[src/rtl/tm_arb_pkg.sv]
// Shared types and timing helpers for the TM1638 display arbiter.
package tm_arb_pkg;

  typedef enum logic [1:0] {
    IDLE  = 2'd0,
    GRANT = 2'd1,
    BLANK = 2'd2
  } arb_state_t;

  // Minimum ownership time in clock cycles.
  function automatic int slice_cycles(int clk_mhz, int slice_ms);
    return clk_mhz * 1000 * slice_ms;
  endfunction

  // Blanking interval between owners in clock cycles.
  function automatic int blank_cycles(int clk_mhz, int blank_us);
    return clk_mhz * blank_us;
  endfunction

  // Bits needed for one counter that can hold either interval.
  function automatic int cnt_width(int a, int b);
    int m;
    m = (a > b) ? a : b;
    return $clog2(m + 1);
  endfunction

endpackage

[src/rtl/tm_rr_pick.sv]
// Round-robin picker: first set request bit at or after ptr, wrapping.
module tm_rr_pick #(
  parameter int n = 4
) (
  input  logic [n-1:0]         req,
  input  logic [$clog2(n)-1:0] ptr,
  output logic                 valid,
  output logic [$clog2(n)-1:0] index
);

  localparam int W = $clog2(n);

  int cand;

  // Scan from the farthest candidate back to ptr so the nearest hit wins.
  always_comb begin
    valid = 1'b0;
    index = '0;
    cand  = 0;
    for (int i = n - 1; i >= 0; i--) begin
      cand = int'(ptr) + i;
      if (cand >= n) cand = cand - n;
      if (req[cand]) begin
        valid = 1'b1;
        index = W'(cand);
      end
    end
  end

endmodule

[src/rtl/tm_display_arbiter.sv]
// Shares one TM1638 board between n_req requesters: round-robin grant,
// time-slice preemption, blanking between owners, key routing to owner.
// Optional: TM_ARB_OWNER_LEDS_EN shows the owner one-hot on ledr[n_req-1:0].
module tm_display_arbiter
  import tm_arb_pkg::*;
#(
  parameter int clk_mhz  = 27,
  parameter int n_req    = 4,
  parameter int w_digit  = 8,
  parameter int w_led    = 8,
  parameter int w_key    = 8,
  parameter int slice_ms = 500,
  parameter int blank_us = 100
) (
  input  logic                       clk,
  input  logic                       rst_n,
  input  logic [n_req-1:0]           req,
  output logic [n_req-1:0]           gnt,
  output logic [$clog2(n_req)-1:0]   owner,
  input  logic [n_req*8-1:0]         req_hgfedcba,
  input  logic [n_req*w_digit-1:0]   req_digit,
  input  logic [n_req*w_led-1:0]     req_led,
  output logic [7:0]                 hgfedcba,
  output logic [w_digit-1:0]         digit,
  output logic [w_led-1:0]           ledr,
  input  logic [w_key-1:0]           keys,
  output logic [n_req*w_key-1:0]     req_keys
);

  localparam int SLICE_LEN = slice_cycles(clk_mhz, slice_ms);
  localparam int BLANK_LEN = blank_cycles(clk_mhz, blank_us);
  localparam int CW        = cnt_width(SLICE_LEN, BLANK_LEN);
  localparam int OW        = $clog2(n_req);

  localparam logic [CW-1:0] SLICE_MAX  = CW'(SLICE_LEN);
  localparam logic [CW-1:0] SLICE_LAST = CW'(SLICE_LEN - 1);
  localparam logic [CW-1:0] BLANK_MAX  = CW'(BLANK_LEN);
  localparam logic [CW-1:0] BLANK_LAST = CW'(BLANK_LEN - 1);

  arb_state_t             state, nxt_state;
  logic [OW-1:0]          ptr, next_ptr, pick_ptr, pick_idx, nxt_owner;
  logic                   pick_valid, slice_done, others_req, key_mask;
  logic [CW-1:0]          cnt, cnt_cap;
  logic [n_req-1:0]       nxt_onehot;
  logic [7:0]             seg_sel;
  logic [w_digit-1:0]     dig_sel;
  logic [w_led-1:0]       led_sel;
  logic [n_req*w_key-1:0] keys_route;

  // After blanking the search starts just past the previous owner, which
  // therefore wins only when it is the sole requester.
  assign next_ptr   = (owner == OW'(n_req - 1)) ? '0 : owner + 1'b1;
  assign pick_ptr   = (state == BLANK) ? next_ptr : ptr;
  assign slice_done = (cnt >= SLICE_LAST);
  assign others_req = |(req & ~gnt);
  assign cnt_cap    = (state == GRANT) ? SLICE_MAX : BLANK_MAX;

  tm_rr_pick #(.n(n_req)) u_pick (
    .req   (req),
    .ptr   (pick_ptr),
    .valid (pick_valid),
    .index (pick_idx)
  );

  // Next-state and next-owner decision.
  always_comb begin
    nxt_state = state;
    nxt_owner = owner;
    case (state)
      IDLE: begin
        if (pick_valid) begin
          nxt_state = GRANT;
          nxt_owner = pick_idx;
        end
      end
      GRANT: begin
        if (!req[owner] || (slice_done && others_req)) nxt_state = BLANK;
      end
      BLANK: begin
        if (cnt == BLANK_LAST) begin
          if (pick_valid) begin
            nxt_state = GRANT;
            nxt_owner = pick_idx;
          end else begin
            nxt_state = IDLE;
          end
        end
      end
      default: nxt_state = IDLE;
    endcase
  end

  // Output mux keyed on the next owner so gnt and data switch together.
  always_comb begin
    nxt_onehot = n_req'(1) << nxt_owner;
    seg_sel    = req_hgfedcba[int'(nxt_owner)*8 +: 8];
    dig_sel    = req_digit[int'(nxt_owner)*w_digit +: w_digit];
    led_sel    = req_led[int'(nxt_owner)*w_led +: w_led];
`ifdef TM_ARB_OWNER_LEDS_EN
    led_sel[n_req-1:0] = nxt_onehot;
`endif
    keys_route = '0;
    if (state == GRANT && nxt_state == GRANT && !key_mask)
      keys_route[int'(nxt_owner)*w_key +: w_key] = keys;
  end

  // State, owner, pointer and grant registers.
  always_ff @(posedge clk or negedge rst_n) begin
    if (!rst_n) begin
      state <= IDLE;
      owner <= '0;
      ptr   <= '0;
      gnt   <= '0;
    end else begin
      state <= nxt_state;
      owner <= nxt_owner;
      if (state == BLANK && nxt_state != BLANK) ptr <= next_ptr;
      gnt <= (nxt_state == GRANT) ? nxt_onehot : '0;
    end
  end

  // Shared slice/blank counter: cleared on every state change, saturating.
  always_ff @(posedge clk or negedge rst_n) begin
    if (!rst_n) cnt <= '0;
    else if (state != nxt_state) cnt <= '0;
    else if (state != IDLE && cnt != cnt_cap) cnt <= cnt + 1'b1;
  end

  // Key mask: armed on each new grant, released once all keys are up.
  always_ff @(posedge clk or negedge rst_n) begin
    if (!rst_n) key_mask <= 1'b1;
    else if (nxt_state == GRANT && state != GRANT) key_mask <= 1'b1;
    else if (state == GRANT && keys == '0) key_mask <= 1'b0;
  end

  // Registered board outputs; zero whenever nobody holds the grant.
  always_ff @(posedge clk or negedge rst_n) begin
    if (!rst_n) begin
      hgfedcba <= '0;
      digit    <= '0;
      ledr     <= '0;
      req_keys <= '0;
    end else if (nxt_state == GRANT) begin
      hgfedcba <= seg_sel;
      digit    <= dig_sel;
      ledr     <= led_sel;
      req_keys <= keys_route;
    end else begin
      hgfedcba <= '0;
      digit    <= '0;
      ledr     <= '0;
      req_keys <= '0;
    end
  end

endmodule

[config.mk]
export PLATFORM = sky130hd
export DESIGN_NAME = tm_display_arbiter
export DESIGN_NICKNAME = d
export VERILOG_FILES = /design/src/rtl/tm_arb_pkg.sv /design/src/rtl/tm_rr_pick.sv /design/src/rtl/tm_display_arbiter.sv
export SDC_FILE = /design/constraint.sdc
export NUM_CORES = 1
export LEC_CHECK = 0
export CELL_PAD_IN_SITES_DETAIL_PLACEMENT = 1
export CELL_PAD_IN_SITES_GLOBAL_PLACEMENT = 2
export CORE_ASPECT_RATIO = 1.5
export CORE_MARGIN = 3
export CORE_UTILIZATION = 34
export CTS_CLUSTER_SIZE = 10
export DETAILED_ROUTE_END_ITERATION = 12
export DONT_BUFFER_PORTS = 1
export PLACE_DENSITY_LB_ADDON = 0.2
export SLEW_MARGIN = 20
export SYNTH_ARGS = -nofsm -noshare
export SYNTH_HDL_FRONTEND = slang
export SYNTH_HIERARCHICAL = 1
export SYNTH_SLANG_ARGS = --single-unit
[constraint.sdc]
create_clock -name clk -period 3.8 [get_ports clk]
set_input_delay 0.76 -clock clk [delete_from_list [all_inputs] [get_ports clk]]
set_output_delay 0.76 -clock clk [all_outputs]
set_load 0.01 [all_outputs]
==> impl_metrics.py, run 1 <==
metrics = {
    "synth": {
        "synth_cell_types": 59,
        "synth_flop_cell": "dfrtp_1",
        "synth_seq_cells": 91,
        "syn_nets": 601,
        "syn_inst": 483,
        "synth_top_area_frac": 0.465,
        "synth_edf_count": 0,
        "synth.area.top_cells": "dfrtp_1, mux2i_1, a221oi_1",
        "yosysSeqAreaShare": 0.470,
        "syn_avg_cell_area_um2": 10.0,
        "post_synth_instance_area_um2": 4840,
        "async_flop_share": 1.00,
        "synth_largest_area_cell": "dfrtp_1",
        "yosysWarnings": 6,
    },
    "sta": {
        "skew_ns": 0.00614,
        "setup_tns_ns": 0,
        "fmax_mhz": 288,
        "worstMarginPinSlew_ns": 0.932,
        "post-route-period-util": 0.915,
        "period_needed_ns": 3.48,
        "relSlewSlack": 0.373,
        "setup_violations": 0,
        "slew_viol_final": 0,
        "report.final.hold_viol_count": 0,
        "grt_setup_unrepaired": "false",
    },
    "grt": {
        "grt_pass1_vias": 4070,
        "grt_max_degree": 92,
        "antenna_found_initial": 0,
        "track_usage": 0.185,
        "grt_pass1_wl_mm": 22.7,
        "grt_overflow": 0,
    },
    "finish": {
        "utilization": 0.385,
        "nFillCells": 1567,
        "n_antenna_cell": 0,
        "drive_above_1_share": 0.107,
        "syn_to_final_growth_pct": 9.17,
        "nets": 590,
    },
    "worst_setup_path": {
        "cp_data_arrival_time_ns": 3.75,
        "crit_required_ns": 4.07,
        "crit_fanout": 8,
        "critPathKind": "register to register",
        "endpoint_kind": "register",
        "crit_path_start_kind": "register",
    },
    "power_and_ir_drop": {
        "powerDensity_nw_per_um2": 781,
        "p_sw_w": 0.00180,
        "p_leak_nw": 2.28,
        "swShare": 0.435,
        "ir_drop_v": 0.000462,
        "seq_power_share": 0.307,
        "p_clk_frac": 0.226,
        "p_total_w": 0.00413,
        "pwr-share-comb": 0.467,
        "p_int_w": 0.00233,
    },
    "die": {
        "core_area_um2": 13700,
        "die_w_um": 103,
        "dieArea_um2": 15700,
        "start_util": 0.353,
        "num_rows": 52,
        "io_pins": 172,
        "die_h_um": 152,
    },
    "clock_tree": {
        "clock-root-buffer": "clkbuf_16",
        "post_cts_buffers": 0,
        "cts_sinks": 91,
        "cts_max_level": 3,
        "cts-buffers-inserted": 9,
        "cts_tree": "built",
        "hold_buffers": 0,
        "clk_pin_slew_worst_paths_ns": 0.07,
        "cts.path.max_buffers": 2,
        "ctsResizeCount": 0,
        "clk_latency_ns": 0.34,
    },
    "placement": {
        "routabilityCongestion": 0.738,
        "io_buffers": 0,
        "post-dp-hpwl_mm": 10.3,
    },
    "drt": {
        "wl_per_cell_um": 21.0,
        "drtPass1Iterations": 4,
        "vias_per_cell": 5.57,
        "drcViolationCount": 0,
        "postRouteAntennaNets": 0,
        "drtIter0Drc": 98,
        "num_vias": 3710,
        "wirelength_mm": 14.0,
    },
    "status": {
        "status": "finished clean",
    },
    "job": {
        "drv_cap": 0,
    },
    "worst_hold_path": {
        "hold_path_class": "input port to async pin",
    },
}
[flip-flops by register name, summed over array words and instances, names as in the netlist]
| name | count |
|---|---|
| cnt | 24 |
| ptr | 2 |
| gnt | 4 |
| hgfedcba | 8 |
| ledr | 8 |
| key_mask | 1 |
| owner | 2 |
| state | 2 |
| req_keys | 32 |
| digit | 8 |
[worst max-delay path: stages (launching register included)]
cell	delay, ns
dfrtp_1	0.38
ha_1	0.31
mux2_2	0.31
nor3b_1	0.21
a211oi_1	0.08
nor2_1	0.13
nor4bb_1	0.30
a21oi_1	0.07
o21a_1	0.12
nand2_2	0.09
ha_1	0.24
or3_1	0.45
inv_1	0.16
and3_1	0.32
and4_1	0.23
[per-stage QoR]
stage | setup WS (ns) | area, um^2 | std cells | hold slack [ns]
CTS | 0.334 | 5290 | 666 | 0.0974
floorplan | 0.0161 | 4840 | 483 | 0.464
detailed placement | 0.382 | 4980 | 650 | 0.468
global placement | 0.455 | 4980 | 650 | 0.468
finish | 0.325 | 5290 | 666 | 0.114
global route | 0.102 | 5290 | 666 | 0.0928
[Yosys cell counts, types with 3 or more instances]
| master | number |
|---|---|
| nor3_1 | 13 |
| and2_1 | 6 |
| xor2_1 | 9 |
| and4_1 | 16 |
| buf_2 | 17 |
| nor3b_1 | 3 |
| clkbuf_1 | 6 |
| nor4_1 | 10 |
| inv_1 | 9 |
| or2_2 | 3 |
| or4b_1 | 3 |
| xnor2_1 | 14 |
| mux2i_1 | 25 |
| buf_4 | 3 |
| nor2_1 | 44 |
| nand3_1 | 24 |
| buf_6 | 6 |
| and3_1 | 12 |
| a21oi_1 | 29 |
| nand2_1 | 42 |
| mux2_2 | 5 |
| ha_1 | 8 |
| nor2b_1 | 8 |
| nand2b_1 | 8 |
| dfrtp_1 | 90 |
| nand4_1 | 7 |
| a221oi_1 | 25 |
[cell usage in the layout (no fill, tap or decap), drive strengths merged, types with 9 or more instances in the layout]
cell type	count
a221oi	25
mux2i	25
nor2	45
a21oi	31
buf	12
dfrtp	90
nand3	24
xor2	9
xnor2	14
nor3	14
and4	16
inv	14
nand2	43
and3	12
clkbuf	11
nor4	11
[power groups by stage]
| stage | clock network, W | registers [W] | logic (W) |
|---|---|---|---|
| 2_1_floorplan | 0 | 0.00126 | 0.00157 |
| 5_1_grt | 0.00101 | 0.00129 | 0.00218 |
| 3_3_place_gp | 0 | 0.00129 | 0.00191 |
| 6_report | 0.000933 | 0.00127 | 0.00193 |
| 4_1_cts | 0.000965 | 0.00128 | 0.00196 |
| 3_5_place_dp | 0 | 0.00129 | 0.00196 |
[layout make-up]
cell class                 instances  area (um^2)  area share
clock buffer                      11          243      0.0459
clock inverter                     5         66.3      0.0125
inverter                          12         45.0     0.00852
multi-input combinational        346         2330       0.441
sequential                        91         2280       0.431
tap                              189          236      0.0447
timing repair buffer              12         90.1      0.0170
[layer usage]
metal / global-route usage / share of wire
met4: 0.0605 / 0.023
met2: 0.325 / 0.54
met3: 0.0582 / 0.067
met1: 0.206 / 0.37
met5: 0 / 0
[cells by family (layout without fill, tap and decap cells)]
logic type                 count (synthesis)  in the layout  share of synthesized area
DFF                                       91             91                      0.470
AOI/OAI and AO/OA                         71             71                      0.105
adders and majority gates                  8              8                     0.0207
xor gates and xnor gates                  23             23                     0.0416
buffers and inverters                     46             40                     0.0517
and+or+nand+nor                          213            213                      0.243
muxes                                     31             31                     0.0679
[final timing paths]
path,from,end,slack (ns),cells past startpoint
max,owner[0]$_DFF_PN0_,req_keys[0]$_DFF_PN0_,0.32,14
max in group asynchronous,rst_n,key_mask$_DFFE_PN1P_,3.51,0
min reg2reg,ptr[0]$_DFFE_PN0P_,ptr[0]$_DFFE_PN0P_,0.51,1
max reg2reg,owner[0]$_DFF_PN0_,req_keys[0]$_DFF_PN0_,0.32,14
min in group clk,ptr[0]$_DFFE_PN0P_,ptr[0]$_DFFE_PN0P_,0.51,1
min,rst_n,digit[2]$_DFF_PN0_,0.11,0
No activity file was read; power rests on OpenSTA's default activity.
==> inputs of run 2 (changes only) <==
--- a/config.mk
+++ b/config.mk
@@ -8,7 +8,7 @@
 export CELL_PAD_IN_SITES_DETAIL_PLACEMENT = 1
 export CELL_PAD_IN_SITES_GLOBAL_PLACEMENT = 2
 export CORE_ASPECT_RATIO = 1.5
-export CORE_MARGIN = 3
+export CORE_MARGIN = 5
 export CORE_UTILIZATION = 34
 export CTS_CLUSTER_SIZE = 10
 export DETAILED_ROUTE_END_ITERATION = 12
==> impl_metrics.py, run 2 (synthesis gave the netlist of run 1 again) <==
metrics = {
    "die": {
        "die_h_um": 156,
        "io_pins": 172,
        "dieArea_um2": 16800,
        "core_area_um2": 14000,
        "start_util": 0.346,
        "num_rows": 53,
        "die_w_um": 107,
    },
    "clock_tree": {
        "cts_max_level": 3,
        "clk_latency_ns": 0.34,
        "clk_pin_slew_worst_paths_ns": 0.07,
        "cts-buffers-inserted": 9,
        "cts_sinks": 91,
        "hold_buffers": 0,
        "ctsResizeCount": 0,
        "cts_tree": "built",
        "post_cts_buffers": 0,
        "clock-root-buffer": "clkbuf_16",
        "cts.path.max_buffers": 2,
    },
    "finish": {
        "final_common_cell": "dfrtp_1",
        "regMostFlops": "req_keys",
        "largest_reg_flops": 32,
        "layout_common_cells": "dfrtp_1, nor2_1, nand2_1",
        "largest_registers": "req_keys x32, cnt x24",
        "drive_above_1_share": 0.107,
        "register_area_um2": 2280,
        "utilization": 0.379,
        "nFillCells": 1609,
        "nets": 589,
        "n_antenna_cell": 0,
        "multi_input_area_um2": 2330,
        "syn_to_final_growth_pct": 9.40,
    },
    "placement": {
        "io_buffers": 0,
        "routabilityCongestion": 0.806,
        "post-dp-hpwl_mm": 10.6,
    },
    "sta": {
        "grt_setup_unrepaired": "false",
        "fmax_mhz": 283,
        "report.final.hold_viol_count": 0,
        "setup_violations": 0,
        "post-route-period-util": 0.932,
        "worstMarginPinSlew_ns": 0.944,
        "period_needed_ns": 3.54,
        "worst_hold_slack_ns": 0.108,
        "setup_tns_ns": 0,
        "skew_ns": 0.0106,
        "slew_viol_final": 0,
        "relSlewSlack": 0.365,
    },
    "worst_setup_path": {
        "endpoint_kind": "register",
        "startpoint": "owner[0]$_DFF_PN0_",
        "cp_data_arrival_time_ns": 3.81,
        "max_stage_delay_ns": 0.45,
        "reg2reg_from": "owner[0]$_DFF_PN0_",
        "critPathBufInv": 1,
        "slowest_stage": "or3_1",
        "crit_top_cell": "ha_1",
        "crit_path_start_kind": "register",
        "critPathKind": "register to register",
        "crit_chain": "ha_1 -> mux2_2 -> nor3b_1 -> a211oi_1 -> nor2_1 -> nor4bb_1 -> a21oi_1 -> o21a_1 -> nand2_2 -> ha_1 -> or3_1 -> inv_1 -> and3_1 -> and4_1",
        "crit_required_ns": 4.07,
        "cp_top_family": "simple AND/OR/NAND/NOR gates",
        "crit_fanout": 8,
    },
    "grt": {
        "grt_overflow": 0,
        "track_usage": 0.174,
        "grt_max_degree": 92,
        "grt_pass1_wl_mm": 22.8,
        "antenna_found_initial": 0,
        "grt_pass1_vias": 4141,
    },
    "drt": {
        "wl_per_cell_um": 21.4,
        "drtIter0Drc": 64,
        "drtPass1Iterations": 4,
        "num_vias": 3668,
        "postRouteAntennaNets": 0,
        "vias_per_cell": 5.49,
        "drcViolationCount": 0,
        "wirelength_mm": 14.3,
    },
    "worst_hold_path": {
        "hold_path_class": "input port to async pin",
    },
    "status": {
        "status": "finished clean",
    },
    "job": {
        "drv_cap": 0,
    },
    "power_and_ir_drop": {
        "p_leak_nw": 2.29,
        "powerDensity_nw_per_um2": 790,
        "ir_drop_v": 0.000464,
    },
}
-- run 2: final timing paths --
path | cells past startpoint | end | slack, ns
max | 14 | req_keys[3]$_DFF_PN0_ | 0.26
min in group clk | 1 | ptr[1]$_DFFE_PN0P_ | 0.51
max in group asynchronous | 0 | key_mask$_DFFE_PN1P_ | 3.45
min reg2reg | 1 | ptr[1]$_DFFE_PN0P_ | 0.51
min | 0 | hgfedcba[0]$_DFF_PN0_ | 0.11
max reg2reg | 14 | req_keys[3]$_DFF_PN0_ | 0.26
-- run 2: worst reg2reg max path, delay by kind of cell (launching register included) --
family          cells  cell delay [ns]
simple gates        7             1.79
fa+ha+maj           2             0.54
flops               1             0.38
mux                 1             0.32
compound gates      3             0.27
buf+inv             1             0.17
-- run 2: stage by stage --
step / area [um^2] / std cells / power (W) / setup slack [ns]
finish: 5300 / 668 / 0.00419 / 0.260
global route: 5300 / 668 / 0.00450 / 0.0345
CTS: 5300 / 668 / 0.00426 / 0.269
detailed placement: 4980 / 652 / 0.00325 / 0.315
global placement: 4980 / 652 / 0.00319 / 0.422
floorplan: 4840 / 483 / 0.00283 / 0.0161
-- run 2: area by class of cell --
class / count / share of cell area
clock buffer: 9 / 0.0425
clock inverter: 7 / 0.0186
inverter: 12 / 0.00850
multi-input combinational: 346 / 0.440
sequential: 91 / 0.430
tap: 192 / 0.0453
timing repair buffer: 11 / 0.0156
-- run 2: layer usage --
metal | global-route usage | vias up | part of all wire
met5 | 0 | - | 0
met4 | 0.0620 | 0 | 0.024
met3 | 0.0534 | 21 | 0.065
met2 | 0.319 | 122 | 0.53
met1 | 0.188 | 1815 | 0.38
li1 | - | 1710 | -
-- run 2: report_power, final --
part	internal, W	leakage [nW]	switching [W]	total, W
Clock	0.000584	0.162	0.000398	0.000982
Combinational	0.000659	0.896	0.00128	0.00194
Sequential	0.00112	1.23	0.000142	0.00127
